[src/rtl/cyclic_coder_sequencer.sv]
// rtl/cyclic_coder_sequencer.sv - message-to-codeword sequencer driving an external serial cyclic coder
module cyclic_coder_sequencer #(
    parameter int K = 7,
    parameter int N = 15
) (
    input  logic         clock,
    input  logic         reset,
    input  logic         msg_valid,
    input  logic [K-1:0] msg_data,
    output logic         msg_ready,
    output logic         coder_reset,
    output logic         coder_enable,
    output logic         coder_in,
    input  logic         coder_out,
    output logic         cw_valid,
    output logic [N-1:0] cw_data,
    input  logic         cw_ready,
    output logic         busy
);

    localparam int CW = (N > 1) ? $clog2(N) : 1;
    localparam logic [CW-1:0] LAST_SHIFT = CW'(N - 1);

    typedef enum logic [1:0] {
        IDLE  = 2'd0,
        CLEAR = 2'd1,
        SHIFT = 2'd2,
        DONE  = 2'd3
    } state_t;

    state_t          state_q;
    logic [CW-1:0]   cnt_q;
    logic [K-1:0]    msg_q;
    logic [N-1:0]    cw_q;
    logic            msg_ready_q;
    logic            coder_reset_q;
    logic            coder_enable_q;
    logic            coder_in_q;
    logic            cw_valid_q;
    logic            busy_q;

    // Sequencer FSM; every output register is loaded with its value for the state being entered.
    always_ff @(posedge clock) begin
        if (!reset) begin
            state_q        <= IDLE;
            cnt_q          <= '0;
            msg_q          <= '0;
            cw_q           <= '0;
            msg_ready_q    <= 1'b1;
            coder_reset_q  <= 1'b1;
            coder_enable_q <= 1'b0;
            coder_in_q     <= 1'b0;
            cw_valid_q     <= 1'b0;
            busy_q         <= 1'b0;
        end else begin
            case (state_q)
                IDLE: begin
                    coder_reset_q <= 1'b0;
                    if (msg_valid) begin
                        msg_q         <= msg_data;
                        state_q       <= CLEAR;
                        msg_ready_q   <= 1'b0;
                        busy_q        <= 1'b1;
                        coder_reset_q <= 1'b1;
                    end
                end
                CLEAR: begin
                    // Present message bit 0 for shift cycle 0; later bits follow as the register drains.
                    state_q        <= SHIFT;
                    cnt_q          <= '0;
                    coder_reset_q  <= 1'b0;
                    coder_enable_q <= 1'b1;
                    coder_in_q     <= msg_q[0];
                    msg_q          <= msg_q >> 1;
                end
                SHIFT: begin
                    cw_q[cnt_q] <= coder_out;
                    if (cnt_q == LAST_SHIFT) begin
                        state_q        <= DONE;
                        coder_enable_q <= 1'b0;
                        coder_in_q     <= 1'b0;
                        cw_valid_q     <= 1'b1;
                    end else begin
                        // Zeros shifted into the top give the flush bits after cycle K-1.
                        cnt_q      <= cnt_q + 1'b1;
                        coder_in_q <= msg_q[0];
                        msg_q      <= msg_q >> 1;
                    end
                end
                DONE: begin
                    if (cw_ready) begin
                        state_q     <= IDLE;
                        cw_valid_q  <= 1'b0;
                        msg_ready_q <= 1'b1;
                        busy_q      <= 1'b0;
                    end
                end
                default: begin
                    state_q <= IDLE;
                end
            endcase
        end
    end

    // Reset low overrides the registered outputs immediately so the coder is held clear.
    always_comb begin
        msg_ready    = msg_ready_q & reset;
        busy         = busy_q & reset;
        coder_enable = coder_enable_q & reset;
        coder_in     = coder_in_q & reset;
        coder_reset  = coder_reset_q | ~reset;
        cw_valid     = cw_valid_q & reset;
        cw_data      = cw_q;
    end

endmodule

[config.mk]
export PLATFORM = sky130hd
export DESIGN_NAME = cyclic_coder_sequencer
export DESIGN_NICKNAME = d
export VERILOG_FILES = /design/src/rtl/cyclic_coder_sequencer.sv
export SDC_FILE = /design/constraint.sdc
export NUM_CORES = 1
export LEC_CHECK = 0
export BUFFER_PORTS_ARGS = -buffer_cell sky130_fd_sc_hd__buf_4
export CORE_MARGIN = 3
export CORE_UTILIZATION = 45
export CTS_BUF_LIST = sky130_fd_sc_hd__clkbuf_4
export DETAILED_ROUTE_END_ITERATION = 8
export PLACE_DENSITY = 0.67
export SLEW_MARGIN = 0
export SYNTH_ARGS = -nofsm -noshare
export SYNTH_HDL_FRONTEND = slang
export SYNTH_SLANG_ARGS = --single-unit
[constraint.sdc]
create_clock -name clock -period 2.6 [get_ports clock]
set_input_delay 0.39 -clock clock [delete_from_list [all_inputs] [get_ports clock]]
set_output_delay 0.39 -clock clock [all_outputs]
set_load 0.05 [all_outputs]
==> flow_summary.json <==
{
  "routed_wl_um": 3700,
  "ant_nets": 0,
  "met3_length_um": 160,
  "grt_max_degree": 30,
  "drc": 0,
  "tightest_slew_ns": 0.590,
  "multi_input_area_um2": 958,
  "synth.area.top_cells": "dfxtp_1 38%, ha_1 7.0%, mux2i_1 6.7%, nand4b_1 3.9%, mux2_2 3.8%",
  "startpoint_type": "flip-flop",
  "hpwl_um": 2610,
  "grt_setup_unrepaired": "false",
  "hold_violations": 0,
  "synth_area_leader_cell": "dfxtp_1",
  "dr_wl_met2_um": 1780,
  "finalSetupViolCount": 0,
  "crit_fanout": 10,
  "clk_path_buf_depth": 2,
  "finClkSkew_ns": 0.0112,
  "finalCriticalPeriod_ns": 1.83,
  "track_usage_pct": 16.6,
  "drv_cap": 0,
  "grt_overflow": 0,
  "wl_met1_um": 1690,
  "highest_layer": "met4",
  "clock_sinks": 34,
  "drive_gt1_share_pct": 23.9,
  "startpoint": "state_q[0]",
  "period_share_pct": 70.5,
  "grt_pass1_wl_um": 5830,
  "cts_buffers": 5,
  "syn-num-nets": 220,
  "ioPinCount": 33,
  "arrival_ns": 2.07,
  "ys_seq_area_share_pct": 38.2,
  "initial_utilization_pct": 47.6,
  "ir_worst_vdd_mv": 0.452,
  "core-area_mm2": 0.00374,
  "drv_slew": 0,
  "syn_avg_cell_area_um2": 8.99,
  "portBuffers": 32,
  "regArea_um2": 681,
  "die-height_um": 68.9,
  "clk_pin_slew_worst_paths_ns": 0.11,
  "leakage_uw": 0.000922,
  "slew-limit-headroom_pct": 60.6,
  "syn_inst": 198,
  "whs_path_depth": 2,
  "hold_class": "primary input to flip-flop",
  "ys_warn_count": 0,
  "syn_area_mm2": 0.00178,
  "utilization_pct": 55.8,
  "path_cells": "inv_1, ha_1, mux2_2, nor4_1, nor3_1",
  "reg2reg_depth": 5,
  "r2r_start": "state_q[0]",
  "endpoint_kind": "flip-flop",
  "via_per_inst": 5.59,
  "powerDensity_mw_per_mm2": 831,
  "min_from": "cw_ready",
  "diodes": 0,
  "area_growth_pct": 17.4,
  "root_buffer": "clkbuf_4",
  "critical_path_required_ns": 2.84,
  "cp_slowest_stage_delay_ns": 0.53,
  "cts_hold_buf": 0,
  "routabilityCongestion": 0.811,
  "drt_first_pass_iters": 4,
  "final_nets": 243,
  "drt_iter0_markers": 152,
  "via_count": 1509,
  "ys_ff_latch": 34,
  "cts.htree.levels": 2,
  "die_area_mm2": 0.00475,
  "cts_resized": 0,
  "wire_per_inst_um": 13.7,
  "synth_cell_types": 33,
  "grt_antenna_before_repair": 0,
  "max_freq_mhz": 546,
  "tritoncts": "built",
  "fill_cells": 360,
  "cp_slowest_cell": "ha_1",
  "grt_pass1_vias": 1307,
  "path_class": "flip-flop to flip-flop",
  "num_rows": 22,
  "fin_setup_tns_ns": 0,
  "die_width_um": 68.9,
  "post_cts_buffers": 0,
  "synth_top_area_share_pct": 38.2,
  "status": "complete, no violations",
  "worstSkewPairLatency_ns": 0.35
}
## per-stage QoR
stage	power [uW]	hold WS (ns)	instances	area [um^2]	setup WS, ns
after detailed placement	1260	0.448	262	1990	0.777
after global routing	1850	0.242	270	2090	0.625
after CTS	1750	0.249	270	2090	0.744
final	1740	0.254	270	2090	0.767
after global placement	1240	0.451	262	1990	0.843
after floorplan	1140	0.436	198	1780	0.920
## cells by family (layout without fill, tap and decap cells)
| family | after synthesis | after routing | synth area share (%) |
|---|---|---|---|
| and+or+nand+nor | 74 | 74 | 23.5 |
| AOI/OAI and AO/OA | 35 | 35 | 12.7 |
| DFF | 34 | 34 | 38.2 |
| buffers and inverters | 27 | 51 | 7.94 |
| muxes | 18 | 18 | 10.5 |
| adders and majority gates | 10 | 10 | 7.03 |
## cell type report
cell class	instances	area share, %
timing repair buffer	34	12.2
inverter	9	1.62
sequential	34	32.6
clock inverter	3	3.05
tap	48	2.87
clock buffer	5	1.80
multi-input combinational	137	45.9
## path summary, 6_finish.rpt
check,to,slack [ns]
worst max register to register,msg_q[0],0.77
worst min-delay path,cw_valid_q,0.25
worst max-delay path,msg_q[0],0.77
worst min register to register,cw_data[14],0.46
## layer usage
layer  track usage, %  up-vias
li1                 -      761
met1             21.5      704
met2             25.6       37
met3             3.57        7
met4             8.76        0
met5                0        -
## cell usage in the layout (no fill, tap or decap), types with 2 or more instances in the layout
cell type  instances
o21ai_0            5
and2_1             3
mux2_2             6
a21oi_1           11
o211a_1            2
nand4_1            8
inv_1              9
nor2b_1            2
nor3_1             6
nand2_1           10
o211ai_1           3
ha_1              10
buf_4             34
bufinv_16          2
clkbuf_4           5
nor2_1            14
a211oi_1           2
dfxtp_1           34
nand3_1            6
nand2b_1           5
nor4_1             6
and3_1             2
mux2i_1           12
or2_2              2
a31oi_1            8
nand4b_1           8
## report_power, final
part	internal [uW]	switching, uW	total, uW	leakage [uW]
Combinational	250	344	594	0.000592
Clock	296	192	488	0.0000528
Sequential	603	51.4	655	0.000277
## state kept, by name (all words and copies together) (netlist names)
| signal | count |
|---|---|
| busy_q | 1 |
| cnt_q | 4 |
| coder_enable_q | 1 |
| coder_in_q | 1 |
| coder_reset_q | 1 |
| cw_data | 15 |
| cw_valid_q | 1 |
| msg_q | 7 |
| msg_ready_q | 1 |
| state_q | 2 |
## cell usage after synthesis (all sizes together)
library cell and instances:
and4 1, nor2b 2, nor3 6, mux2 6, nand2 10, and2 3
nor2 14, ha 10, nand4 9, a311oi 1, nand3 6, o21ai 5
clkbuf 7, o211a 2, dfxtp 34, a211oi 2, nor4 6, nand4b 8
o31ai 1, and3 2, a31oi 8, o211ai 3, mux2i 12, nand2b 5
inv 9, or2 2, a21oi 12, buf 11, o21a 1
## critical path: cells and delay by family, from the launching register on
family | cells | cell delay [ns]
DFF | 1 | 0.43
and+or+nand+nor | 2 | 0.27
muxes | 1 | 0.39
adders and majority gates | 1 | 0.53
buffers and inverters | 1 | 0.11
No activity file was read; power rests on OpenSTA's default activity.
